File: src/rtl/scratch_pkg.sv
// Shared types and sizes for the palette PROM download writer.
package scratch_pkg;

  typedef enum logic [1:0] {
    IDLE = 2'd0,
    LOAD = 2'd1,
    TAIL = 2'd2
  } state_e;

  localparam int PALETTE_BYTES = 512;
  localparam int IOCTL_AW      = 22;

endpackage

File: src/rtl/scratch_prom_loader_if.sv
// Download byte stream in, PROM write port out; master is the HPS side.
interface scratch_prom_loader_if;
  import scratch_pkg::*;

  logic                downloading;
  logic [IOCTL_AW-1:0] ioctl_addr;
  logic [7:0]          ioctl_dout;
  logic                ioctl_wr;
  logic [8:0]          prog_addr;
  logic [7:0]          prog_data;
  logic                prom_we;

  modport master (
    output downloading, ioctl_addr, ioctl_dout, ioctl_wr,
    input  prog_addr, prog_data, prom_we
  );

  modport slave (
    input  downloading, ioctl_addr, ioctl_dout, ioctl_wr,
    output prog_addr, prog_data, prom_we
  );

endinterface

File: src/rtl/scratch_prom_loader.sv
// Filters the ioctl download stream into a window and emits registered PROM
// write strobes, with byte count, checksum and done/error status.
module scratch_prom_loader
  import scratch_pkg::*;
#(
  parameter logic [IOCTL_AW-1:0] PROM_START = '0,
  parameter int                  PROM_LEN   = PALETTE_BYTES,
  parameter int                  BUSY_TAIL  = 4
) (
  input  logic                  clk,
  input  logic                  rst_n,
  scratch_prom_loader_if.slave  bus,
  output logic                  dwnld_busy,
  output logic [9:0]            byte_count,
  output logic [7:0]            checksum,
  output logic                  prom_done,
  output logic                  prom_err
);

  localparam logic [IOCTL_AW-1:0] WIN_LEN    = IOCTL_AW'(PROM_LEN);
  localparam logic [9:0]          FULL_COUNT = 10'(PROM_LEN);
  localparam logic [3:0]          TAIL_LAST  = 4'(BUSY_TAIL - 1);

  state_e              state_q, state_d;
  logic [3:0]          tail_q, tail_d;
  logic [8:0]          prog_addr_q, prog_addr_d;
  logic [7:0]          prog_data_q, prog_data_d;
  logic                prom_we_q, prom_we_d;
  logic                busy_q, busy_d;
  logic [9:0]          count_q, count_d;
  logic [7:0]          sum_q, sum_d;
  logic                done_q, done_d;
  logic                err_q, err_d;
  logic [IOCTL_AW:0]   offset;
  logic                in_window;
  logic                accept;

  always_comb begin
    // Extra top bit acts as the borrow, so addresses below the window never wrap in.
    offset    = {1'b0, bus.ioctl_addr} - {1'b0, PROM_START};
    in_window = !offset[IOCTL_AW] && (offset[IOCTL_AW-1:0] < WIN_LEN);
    accept    = (state_q == LOAD) && bus.ioctl_wr && in_window;

    state_d     = state_q;
    tail_d      = tail_q;
    prog_addr_d = prog_addr_q;
    prog_data_d = prog_data_q;
    prom_we_d   = 1'b0;
    count_d     = count_q;
    sum_d       = sum_q;
    done_d      = done_q;
    err_d       = err_q;

    if (accept) begin
      prom_we_d   = 1'b1;
      prog_addr_d = offset[8:0];
      prog_data_d = bus.ioctl_dout;
      sum_d       = sum_q + bus.ioctl_dout;
      if (count_q != 10'h3FF) begin
        count_d = count_q + 10'd1;
      end
    end

    // Entering LOAD only happens from IDLE/TAIL, where accept is never true.
    unique case (state_q)
      IDLE: begin
        if (bus.downloading) begin
          state_d = LOAD;
          count_d = '0;
          sum_d   = '0;
          done_d  = 1'b0;
          err_d   = 1'b0;
        end
      end
      LOAD: begin
        if (!bus.downloading) begin
          state_d = TAIL;
          tail_d  = TAIL_LAST;
        end
      end
      TAIL: begin
        if (bus.downloading) begin
          state_d = LOAD;
          count_d = '0;
          sum_d   = '0;
          done_d  = 1'b0;
          err_d   = 1'b0;
        end else if (tail_q == 4'd0) begin
          state_d = IDLE;
          done_d  = (count_q == FULL_COUNT);
          err_d   = (count_q != FULL_COUNT);
        end else begin
          tail_d = tail_q - 4'd1;
        end
      end
      default: state_d = IDLE;
    endcase

    busy_d = (state_d != IDLE);
  end

  always_ff @(posedge clk or negedge rst_n) begin
    if (!rst_n) begin
      state_q     <= IDLE;
      tail_q      <= '0;
      prog_addr_q <= '0;
      prog_data_q <= '0;
      prom_we_q   <= 1'b0;
      busy_q      <= 1'b0;
      count_q     <= '0;
      sum_q       <= '0;
      done_q      <= 1'b0;
      err_q       <= 1'b0;
    end else begin
      state_q     <= state_d;
      tail_q      <= tail_d;
      prog_addr_q <= prog_addr_d;
      prog_data_q <= prog_data_d;
      prom_we_q   <= prom_we_d;
      busy_q      <= busy_d;
      count_q     <= count_d;
      sum_q       <= sum_d;
      done_q      <= done_d;
      err_q       <= err_d;
    end
  end

  assign bus.prog_addr = prog_addr_q;
  assign bus.prog_data = prog_data_q;
  assign bus.prom_we   = prom_we_q;
  assign dwnld_busy    = busy_q;
  assign byte_count    = count_q;
  assign checksum      = sum_q;
  assign prom_done     = done_q;
  assign prom_err      = err_q;

endmodule
File: src/flat_wrapper.sv
// flat-port wrapper written by rule: the top's interface ports become plain ports
module scratch_prom_loader_flat import scratch_pkg::*;
#(
  parameter logic [IOCTL_AW-1:0] PROM_START = '0,
  parameter int                  PROM_LEN   = PALETTE_BYTES,
  parameter int                  BUSY_TAIL  = 4
)
  (clk, rst_n, dwnld_busy, byte_count, checksum, prom_done, prom_err, bus_downloading, bus_ioctl_addr, bus_ioctl_dout, bus_ioctl_wr, bus_prog_addr, bus_prog_data, bus_prom_we);
  scratch_prom_loader_if bus_i ();
  input  logic clk;
  input  logic rst_n;
  output logic dwnld_busy;
  output logic [9:0] byte_count;
  output logic [7:0] checksum;
  output logic prom_done;
  output logic prom_err;
  input wire logic [$bits(bus_i.downloading)-1:0] bus_downloading;
  input wire logic [$bits(bus_i.ioctl_addr)-1:0] bus_ioctl_addr;
  input wire logic [$bits(bus_i.ioctl_dout)-1:0] bus_ioctl_dout;
  input wire logic [$bits(bus_i.ioctl_wr)-1:0] bus_ioctl_wr;
  output wire logic [$bits(bus_i.prog_addr)-1:0] bus_prog_addr;
  output wire logic [$bits(bus_i.prog_data)-1:0] bus_prog_data;
  output wire logic [$bits(bus_i.prom_we)-1:0] bus_prom_we;
  assign bus_i.downloading = bus_downloading;
  assign bus_i.ioctl_addr = bus_ioctl_addr;
  assign bus_i.ioctl_dout = bus_ioctl_dout;
  assign bus_i.ioctl_wr = bus_ioctl_wr;
  assign bus_prog_addr = bus_i.prog_addr;
  assign bus_prog_data = bus_i.prog_data;
  assign bus_prom_we = bus_i.prom_we;
  scratch_prom_loader #(.PROM_START(PROM_START), .PROM_LEN(PROM_LEN), .BUSY_TAIL(BUSY_TAIL)) u_core (.clk(clk), .rst_n(rst_n), .bus(bus_i), .dwnld_busy(dwnld_busy), .byte_count(byte_count), .checksum(checksum), .prom_done(prom_done), .prom_err(prom_err));
endmodule
File: config.mk
export PLATFORM = sky130hd
export DESIGN_NAME = scratch_prom_loader_flat
export DESIGN_NICKNAME = d
export VERILOG_FILES = /design/src/rtl/scratch_pkg.sv /design/src/rtl/scratch_prom_loader_if.sv /design/src/rtl/scratch_prom_loader.sv /design/src/flat_wrapper.sv
export SDC_FILE = /design/constraint.sdc
export NUM_CORES = 1
export LEC_CHECK = 0
export CELL_PAD_IN_SITES_DETAIL_PLACEMENT = 2
export CELL_PAD_IN_SITES_GLOBAL_PLACEMENT = 2
export CORE_ASPECT_RATIO = 0.75
export CORE_MARGIN = 10
export CORE_UTILIZATION = 40
export DETAILED_ROUTE_END_ITERATION = 6
export DONT_BUFFER_PORTS = 1
export PLACE_DENSITY = 0.93
export SYNTH_ARGS = -nofsm -noshare
export SYNTH_HDL_FRONTEND = slang
export SYNTH_SLANG_ARGS = --single-unit
File: constraint.sdc
create_clock -name clk -period 4.11 [get_ports clk]
set_input_delay 0.411 -clock clk [delete_from_list [all_inputs] [get_ports clk]]
set_output_delay 0.411 -clock clk [all_outputs]
set_load 0.005 [all_outputs]
==> reports/results.txt, run 1 <==
status: complete, no violations
# port buffers: 0
pre-CTS WS: 1.54 ns
die area: 9560 um2
warnings from Yosys: 0
largest net degree at the start of global routing: 46
setup tns final: 0 ns
PnR Total Power: 0.904 mW
Psw: 0.223 mW
main combinational cell family by area after synthesis: simple AND/OR/NAND/NOR gates
CTS max path bufs: 2
synthesized area per cell: 9.20 um2
post-cts sizing count: 0
max-slew headroom at the worst pin: 0.606
Detail Route Antenna Nets: 0
routed len/inst: 23.2 um
Final Net Count: 310
sequential power share: 0.525
DR iter-0 viols: 81
DP HPWL: 5780 um
clock power share: 0.394
WHS: 0.179 ns
WL final: 7960 um
xor and xnor area share after synthesis: 0.0254
Critical Path RT: 4.30 ns
Root Driver: clkbuf_8
Pleak: 1.23 nW
CP endpoint kind: register
Worst EP arrival: 2.81 ns
Synth Flop Type: dfrtp_1
Core Region: 5830 um2
Cell variety after synth: 43
Yosys top cell area share: 0.467
post-synthesis sequential area ratio: 0.467
layout cells sized above 1: 0.0981
initial antenna violation count: 0
critical path class: register to register
pwr/cell area: 343 nW/um2
Seq cells post-synth: 45
initial core utilization: 0.414
most frequent cells in the layout: nand2_1 (72), dfrtp_1 (45), nor2_1 (21)
vias in the first global route: 2218
RSZ-0062 raised after global routing: no
multiplexer share of the synthesized area: 0.0171
die width: 110 um
crit-path cells: nor4b_4 > nand4_4 > buf_4 > inv_2 > o21ai_0 > nor4b_1
Final Hold Vio Count: 0
Pint: 0.681 mW
Mapped Area: 2410 um2
Antenna Cells: 0
largest fanout on the critical path: 26
ys async rst share: 1.00
clk sinks: 45
drt drc: 0
CTS tree: built
worst hold path class: primary input to register
total CTS buffers: 5
DRT Pass-1 Iters: 4
Final GP Congestion: 0.767
commonest non-fill, non-tap cell in the layout: nand2_1
Area contributors post-synth: dfrtp_1 (47%), nand2_1 (11%), ha_1 (5.7%), nor2_1 (3.3%), a21oi_1 (2.9%)
Final setup viols: 0
FMAX: 382 MHz
Tcrit/Tclk final: 0.636
grt ovf: 0
row count: 24
worst-margin pin slew: 0.585 ns
post-synthesis simple-gate area fraction: 0.273
die height: 87.2 um
clock skew: 0.00509 ns
Max Cap Violations: 0
Synth Area in Adders: 0.0654
Syn Inst Count: 262
gr usage total: 0.172
CP peak stage delay: 0.59 ns
synthesis-to-layout area growth: 9.50%
Reg clk slew, reported paths: 0.09 ns
Ports: 73
DR vias: 1953
switching share of power: 0.247
H-tree depth: 2
power share of the combinational group: 0.081
Critical-path top delay cell: dfrtp_1
Final min period: 2.62 ns
cell accounting for the most synthesized area: dfrtp_1
first-pass GRT wire length: 12800 um
Clk Latency, worst-skew pair: 0.30 ns
synthesized net count: 308
Final Worst Setup Slack: 1.49 ns
Startpoint Class: register
Max Transition Viols Final: 0
number of synthesized flops with an enable pin: 0
post-synthesis compound-gate area fraction: 0.123
Max rail drop VDD: 0.000143 V
Via-to-Cell Ratio: 5.69
## kinds of logic (layout without fill, tap and decap cells)
group | after synthesis | in the layout
and+or+nand+nor | 128 | 128
AOI/OAI and AO/OA | 48 | 48
DFF | 45 | 45
buffers and inverters | 18 | 21
adders and majority gates | 12 | 12
xor gates and xnor gates | 7 | 7
muxes | 4 | 4
## metal layers
layer  track usage  share of wire  up-vias  wire (um)
met3        0.0680          0.086        7        687
li1              -              -      913          -
met4        0.0366         0.0078        0         62
met1         0.203           0.41      993       3260
met2         0.289           0.50       40       3950
met5             0              0        -          0
## cell type report
cell class,instances,area (um2)
Tap cell,78,97.6
Clock inverter,1,30.0
Fill cell,642,3190
Sequential cell,45,1130
Clock buffer,7,86.3
Inverter,9,33.8
Timing Repair Buffer,4,52.6
Multi-Input combinational cell,199,1210
## worst max-delay path, delay by kind of cell, from the launching register on
kind	cells	cell delay [ns]
AO/OA/AOI/OAI	1	0.19
buffers and inverters	2	0.70
flip-flops	1	0.59
AND/OR/NAND/NOR	3	1.02
## through the flow
stage	util	area, um2	instances
2_1_floorplan	-	2410	262
3_3_place_gp	0.427	2480	333
3_5_place_dp	0.427	2480	333
4_1_cts	0.453	2640	343
5_1_grt	0.453	2640	343
6_report	0.453	2640	343
## state kept, by name, indices dropped and copies added, names as in the netlist
signal	count
u_core.bus.prog_addr	9
u_core.bus.prog_data	8
u_core.bus.prom_we	1
u_core.byte_count	10
u_core.checksum	8
u_core.dwnld_busy	1
u_core.prom_done	1
u_core.prom_err	1
u_core.state_q	2
u_core.tail_q	4
## final timing paths
kind                       slack (ns)                                start                                   to  depth (start not counted)
min in group asynchronous        0.60                                rst_n  u_core.bus.prog_data[2]$_DFFE_PN0N_                          2
hold / removal                   0.18                      bus_downloading          u_core.state_q[1]$_DFF_PN0_                          1
max in group asynchronous        3.28                                rst_n         u_core.checksum[4]$_DFF_PN0_                          2
setup / recovery                 1.49          u_core.state_q[0]$_DFF_PN0_         u_core.checksum[7]$_DFF_PN0_                          6
hold reg to reg                  0.52  u_core.bus.prog_addr[6]$_DFFE_PN0N_  u_core.bus.prog_addr[6]$_DFFE_PN0N_                          2
setup reg to reg                 1.49          u_core.state_q[0]$_DFF_PN0_         u_core.checksum[7]$_DFF_PN0_                          6
## power by group through the flow
stage / clock, mW / combinational [mW] / sequential, mW
after floorplan: 0 / 0.0484 / 0.474
after global placement: 0 / 0.0526 / 0.482
after detailed placement: 0 / 0.0585 / 0.484
after CTS: 0.363 / 0.0737 / 0.475
after global routing: 0.388 / 0.0834 / 0.479
final: 0.356 / 0.0730 / 0.475
## timing repair
action,in CTS,in global routing
hold buffers,2,0
setup buffers,0,0
endpoints found under the hold margin,45,0
## cells in the mapped netlist, types with 3 or more instances
library cell  instances
nor4_2                4
nor4_1                3
xnor2_1               6
clkbuf_1              6
nand2_1              72
nor2_1               21
ha_1                 11
buf_2                 3
dfrtp_1              45
nor3_1                7
a211oi_1              5
nand4_1               3
mux2i_1               3
o21ai_0              14
inv_1                 8
a21oi_1              14
Note: power is estimated with default switching activity, not from simulation.
==> inputs of run 2 (changes only) <==
--- a/config.mk
+++ b/config.mk
@@ -9,10 +9,10 @@
 export CELL_PAD_IN_SITES_GLOBAL_PLACEMENT = 2
 export CORE_ASPECT_RATIO = 0.75
 export CORE_MARGIN = 10
-export CORE_UTILIZATION = 40
+export CORE_UTILIZATION = 33
 export DETAILED_ROUTE_END_ITERATION = 6
 export DONT_BUFFER_PORTS = 1
-export PLACE_DENSITY = 0.93
+export PLACE_DENSITY = 0.83
 export SYNTH_ARGS = -nofsm -noshare
 export SYNTH_HDL_FRONTEND = slang
 export SYNTH_SLANG_ARGS = --single-unit
==> constraint.sdc (replaced) <==
create_clock -name clk -period 2.31 [get_ports clk]
set_input_delay 0.231 -clock clk [delete_from_list [all_inputs] [get_ports clk]]
set_output_delay 0.231 -clock clk [all_outputs]
set_load 0.005 [all_outputs]
==> run 2 against run 1 <==
  * Hold slack lost 0.16 ns
  * Critical path depth grew 1
  * Sequential share of layout area down 1.3 points
  * Critical endpoint is now u_core.checksum[6]$_DFF_PN0_
==> reports/results.txt, run 2 (same netlist as run 1, synthesis figures left out) <==
drt drc: 0 (unchanged)
die height: 94.0 um (+7.8%)
Detail Route Antenna Nets: 0 (unchanged)
Final Hold Vio Count: 0 (unchanged)
FMAX: 472 MHz (+23%)
CTS tree: built
WHS: 0.0239 ns (-0.155 ns)
worst-margin pin slew: 0.413 ns (-0.172 ns)
pwr/cell area: 587 nW/um2 (+71%)
Pleak: 1.27 nW (+2.7%)
commonest non-fill, non-tap cell in the layout: nand2_1
Max Transition Viols Final: 0 (unchanged)
RSZ-0062 raised after global routing: no
grt ovf: 0 (unchanged)
flop2flop setup slack: 0.19 ns (-1.30 ns)
max-slew headroom at the worst pin: 0.722 (+0.116)
Startpoint Class: register
Final GP Congestion: 0.745 (-2.9%)
critical path class: register to register
max reg flops: 10 (unchanged)
synthesis-to-layout area growth: 12.8%
routed len/inst: 20.8 um (-10%)
Max rail drop VDD: 0.000261 V (+83%)
initial core utilization: 0.346 (-0.0675)
H-tree depth: 2 (unchanged)
layout cells sized above 1: 0.121 (+0.0232)
first-pass GRT wire length: 12600 um (-1.8%)
DP HPWL: 5610 um (-2.9%)
clock skew: 0.0157 ns (+0.0106 ns)
Tcrit/Tclk final: 0.917 (+0.281)
Layout Cells excl Fill: 370 (+7.9%)
worst hold path class: primary input to register
clk sinks: 45 (unchanged)
Pint: 1.19 mW (+75%)
CP endpoint kind: register
Root Driver: clkbuf_8
clock power share: 0.389 (-0.005)
most frequent cells in the layout: nand2_1 (72), dfrtp_1 (45), nor2_1 (21)
Worst EP arrival: 2.31 ns (-0.50 ns)
WL final: 7690 um (-3.4%)
sequential power share: 0.525 (about the same)
largest fanout on the critical path: 3 (-88%)
Critical R2R Capture: u_core.checksum[6]$_DFF_PN0_
Core Region: 6960 um2 (+20%)
PnR Total Power: 1.59 mW (+76%)
row count: 26 (+8.3%)
total CTS buffers: 5 (unchanged)
die area: 11200 um2 (+17%)
Ports: 73 (unchanged)
hold path start: bus_ioctl_dout[5]
power share of the combinational group: 0.086 (+0.005)
Final Net Count: 317 (+2.3%)
Antenna Cells: 0 (unchanged)
Final min period: 2.12 ns (-0.498 ns)
reg2reg path depth: 7 (+1)
R2R Path Start: u_core.checksum[0]$_DFF_PN0_
hold path endpoint: u_core.bus.prog_data[5]$_DFFE_PN0N_
DR iter-0 viols: 103 (+27%)
Reg clk slew, reported paths: 0.10 ns (about the same)
Critical Path RT: 2.51 ns (-1.79 ns)
largest net degree at the start of global routing: 46 (unchanged)
status: complete, no violations
Placed Cells: 359 (+7.8%)
Max Cap Violations: 0 (unchanged)
switching share of power: 0.254 (+0.00778)
# Post-CTS Setup Buffers: 0 (unchanged)
die width: 119 um (+8.3%)
setup tns final: 0 ns (unchanged)
# port buffers: 0 (unchanged)
Hold Path Stages: 2 (+1)
vias in the first global route: 2227 (+0.41%)
gr usage total: 0.140 (-0.0320)
Final setup viols: 0 (unchanged)
DR vias: 1986 (+1.7%)
initial antenna violation count: 0 (unchanged)
CTS max path bufs: 2 (unchanged)
Clk Latency, worst-skew pair: 0.30 ns (about the same)
DRT Pass-1 Iters: 4 (unchanged)
Psw: 0.406 mW (+82%)
Via-to-Cell Ratio: 5.37 (-5.7%)
-- run 2: critical path: stages, from the launching register on --
cell      delay, ns
dfrtp_1        0.43
ha_1           0.25
fa_1           0.45
a211oi_2       0.30
o21bai_1       0.10
a21oi_1        0.22
nor3_1         0.08
a211oi_1       0.19
-- run 2: cell type report --
type / count / area [um2]
fillers: 803 / 4240
multi-input cells: 199 / 1220
flip-flops and latches: 45 / 1130
well taps: 98 / 123
repair buffers: 11 / 108
clock buffers: 6 / 72.6
clock inverters: 2 / 38.8
inverters: 9 / 33.8
-- run 2: metrics by stage --
| stage | instance area (um2) | worst slack [ns] | utilization |
|---|---|---|---|
| detailed placement | 2550 | 0.237 | 0.367 |
| floorplan | 2410 | 0.429 | - |
| global route | 2720 | 0.0598 | 0.391 |
| CTS | 2710 | 0.107 | 0.390 |
| global placement | 2550 | 0.296 | 0.367 |
| finish | 2720 | 0.192 | 0.391 |
-- run 2: per-layer routing --
metal | track usage | vias to the layer above | wire (um)
met5 | 0 | - | 0
li1 | - | 923 | -
met3 | 0.0432 | 4 | 470
met4 | 0.0365 | 0 | 69
met2 | 0.240 | 39 | 3790
met1 | 0.167 | 1020 | 3350
-- run 2: worst max path at each step --
stage | from | endpoint | cells after the start
6_report | u_core.checksum[0]$_DFF_PN0_ | u_core.checksum[6]$_DFF_PN0_ | 7
5_1_grt | u_core.checksum[0]$_DFF_PN0_ | u_core.checksum[6]$_DFF_PN0_ | 7
4_1_cts | u_core.checksum[0]$_DFF_PN0_ | u_core.checksum[6]$_DFF_PN0_ | 7
3_5_place_dp | u_core.checksum[0]$_DFF_PN0_ | u_core.checksum[6]$_DFF_PN0_ | 7
3_3_place_gp | u_core.checksum[0]$_DFF_PN0_ | u_core.checksum[6]$_DFF_PN0_ | 7
2_1_floorplan | u_core.checksum[0]$_DFF_PN0_ | u_core.checksum[6]$_DFF_PN0_ | 7
-- run 2: power by group through the flow --
stage          clock [mW]  combinational, mW  sequential (mW)
2_1_floorplan           0             0.0860            0.843
3_3_place_gp            0              0.105            0.849
3_5_place_dp            0              0.112            0.851
4_1_cts             0.635              0.141            0.838
5_1_grt             0.666              0.161            0.842
6_report            0.620              0.138            0.837
-- run 2: what timing repair did --
item | 4_1_cts | 5_1_grt
endpoints found under the setup margin | 0 | 1
endpoints found under the hold margin | 46 | 0
hold buffers | 3 | 0
resized for setup | 0 | 1
==> inputs of run 3 (changes only) <==
--- a/config.mk
+++ b/config.mk
@@ -10,9 +10,12 @@
 export CORE_ASPECT_RATIO = 0.75
 export CORE_MARGIN = 10
 export CORE_UTILIZATION = 33
+export CTS_CLUSTER_DIAMETER = 80
 export DETAILED_ROUTE_END_ITERATION = 6
 export DONT_BUFFER_PORTS = 1
+export GPL_ROUTABILITY_DRIVEN = 0
 export PLACE_DENSITY = 0.83
+export RECOVER_POWER = 25
 export SYNTH_ARGS = -nofsm -noshare
 export SYNTH_HDL_FRONTEND = slang
 export SYNTH_SLANG_ARGS = --single-unit
==> run 3 against run 2 <==
  * Routed wire length is essentially flat
  * Cell count is the same
  * Non-clock buffer count stayed put
  * Largest cell class unchanged
  * Die area is the same
  * Sequential share of layout area grew 0.35 points
  * Critical path type unchanged
  * Maximum frequency is essentially flat
  * Clock skew about the same
  * Register-to-register slack hardly changed
  * Final area is 0.83% lower
==> reports/results.txt, run 3 (same netlist as run 1, synthesis figures left out) <==
status: complete, no violations
die area: 11200 um2 (unchanged)
most frequent cells in the layout: nand2_1 (72), dfrtp_1 (45), nor2_1 (21)
PnR Total Power: 1.60 mW (about the same)
clk sinks: 45 (unchanged)
layout filler cell count: 806 (+0.37%)
vias in the first global route: 2227 (unchanged)
Ports: 73 (unchanged)
CP peak stage delay: 0.45 ns (about the same)
Final Net Count: 317 (unchanged)
Psw: 0.410 mW (+1.1%)
Startpoint Class: register
Final Hold Vio Count: 0 (unchanged)
Layout Cells excl Fill: 370 (unchanged)
# port buffers: 0 (unchanged)
die height: 94.0 um (unchanged)
H-tree depth: 2 (unchanged)
clock skew: 0.0152 ns (-0.000455 ns)
Max Cap Violations: 0 (unchanged)
Detail Route Antenna Nets: 0 (unchanged)
Pint: 1.18 mW (-0.35%)
WL final: 7690 um (about the same)
row count: 26 (unchanged)
total CTS buffers: 5 (unchanged)
commonest non-fill, non-tap cell in the layout: nand2_1
DRT Pass-1 Iters: 4 (unchanged)
switching share of power: 0.257 (+0.00279)
first-pass GRT wire length: 12600 um (unchanged)
met1 Use GR: 0.167 (unchanged)
CTS tree: built
DP HPWL: 5610 um (unchanged)
met3 usage: 0.0432 (unchanged)
busiest grt layer: met2
Antenna Cells: 0 (unchanged)
Critical Path RT: 2.51 ns (about the same)
Core Region: 6960 um2 (unchanged)
gr usage total: 0.140 (unchanged)
Worst EP arrival: 2.32 ns (about the same)
Reg area: 1130 um2 (unchanged)
CP endpoint kind: register
clock power share: 0.392 (+0.003)
DR vias: 1980 (-0.30%)
largest net degree at the start of global routing: 46 (unchanged)
FMAX: 472 MHz (about the same)
initial core utilization: 0.346 (unchanged)
critical path class: register to register
Placed Cells: 359 (unchanged)
max-slew headroom at the worst pin: 0.219 (-0.503)
grt ovf: 0 (unchanged)
layout cells sized above 1: 0.121 (unchanged)
RSZ-0062 raised after global routing: no
worst-margin pin slew: 1.17 ns (+0.758 ns)
Root Driver: clkbuf_8
power share of the combinational group: 0.083 (-0.003)
crit-path cells: ha_1 > fa_1 > a211oi_2 > o21bai_1 > a21oi_1 > nor3_1 > a211oi_1
Critical-path top delay cell: fa_1
Tcrit/Tclk final: 0.917 (about the same)
worst hold path class: primary input to register
die width: 119 um (unchanged)
sequential power share: 0.525 (about the same)
crit path buf inv count: 0 (unchanged)
multi-input combinational cell area: 1220 um2 (unchanged)
Clk Latency, worst-skew pair: 0.30 ns (about the same)
Reg clk slew, reported paths: 0.10 ns (about the same)
setup tns final: 0 ns (unchanged)
Max Transition Viols Final: 0 (unchanged)
Final setup viols: 0 (unchanged)
initial antenna violation count: 0 (unchanged)
largest fanout on the critical path: 3 (unchanged)
Pleak: 1.26 nW (-0.67%)
Via-to-Cell Ratio: 5.35 (-0.30%)
Max rail drop VDD: 0.000264 V (+0.93%)
Final min period: 2.12 ns (+0.000941 ns)
routed len/inst: 20.8 um (about the same)
max reg flops: 10 (unchanged)
met2 usage: 0.240 (unchanged)
drt drc: 0 (unchanged)
pwr/cell area: 592 nW/um2 (+0.86%)
CTS max path bufs: 2 (unchanged)
DR iter-0 viols: 105 (+1.9%)
synthesis-to-layout area growth: 11.9%
CP top delay family: compound AO/OA/AOI/OAI gates
==> run 3: cell type report <==
| type | instances | share of cell area |
|---|---|---|
| multi-input combinational | 199 | 0.452 |
| clock buffer | 6 | 0.0269 |
| inverter | 9 | 0.0125 |
| clock inverter | 2 | 0.0144 |
| timing repair buffer | 11 | 0.0316 |
| tap | 98 | 0.0455 |
| sequential | 45 | 0.418 |
==> run 3: worst reg2reg max path, stage by stage (launching register included) <==
cell and delay, ns:
dfrtp_1 0.43, ha_1 0.25, fa_1 0.45, a211oi_2 0.30, o21bai_1 0.10, a21oi_1 0.22
nor3_1 0.08, a211oi_1 0.19
==> run 3: metal layers <==
| metal | up-vias | wire length, um |
|---|---|---|
| li1 | 922 | - |
| met1 | 1015 | 3360 |
| met5 | - | 0 |
| met3 | 4 | 467 |
| met2 | 39 | 3800 |
| met4 | 0 | 69 |
==> run 3: power by group through the flow <==
stage               Combinational [mW]  Clock [mW]  Sequential [mW]
floorplan                       0.0860           0            0.843
global placement                 0.105           0            0.849
detailed placement               0.112           0            0.851
CTS                              0.141       0.635            0.838
global route                     0.156       0.666            0.842
finish                           0.133       0.625            0.837
==> run 3: path summary, 6_finish.rpt <==
kind / cells past startpoint / slack (ns) / start / endpoint
worst max-delay path: 7 / 0.19 / u_core.checksum[0]$_DFF_PN0_ / u_core.checksum[6]$_DFF_PN0_
worst min-delay path: 2 / 0.02 / bus_ioctl_dout[5] / u_core.bus.prog_data[5]$_DFFE_PN0N_
worst max register to register: 7 / 0.19 / u_core.checksum[0]$_DFF_PN0_ / u_core.checksum[6]$_DFF_PN0_
worst min register to register: 2 / 0.52 / u_core.bus.prog_data[1]$_DFFE_PN0N_ / u_core.bus.prog_data[1]$_DFFE_PN0N_
max in group asynchronous: 2 / 0.90 / rst_n / u_core.state_q[1]$_DFF_PN0_
min in group asynchronous: 2 / 0.69 / rst_n / u_core.bus.prog_data[6]$_DFFE_PN0N_
==> run 3: timing repair <==
item | CTS | global route
hold endpoints to repair | 46 | 0
hold buffers | 3 | 0
buffers inserted | 0 | 0
setup endpoints to repair | 0 | 1
resized for setup | 0 | 1
==> run 3: through the flow <==
step	hold WS [ns]	area [um2]	worst slack, ns	utilization
finish	0.0240	2700	0.191	0.387
global route	0.0234	2700	0.0598	0.387
CTS	0.0179	2710	0.107	0.390
detailed placement	-0.0629	2550	0.237	0.367
global placement	-0.0632	2550	0.296	0.367
floorplan	-0.0646	2410	0.429	-
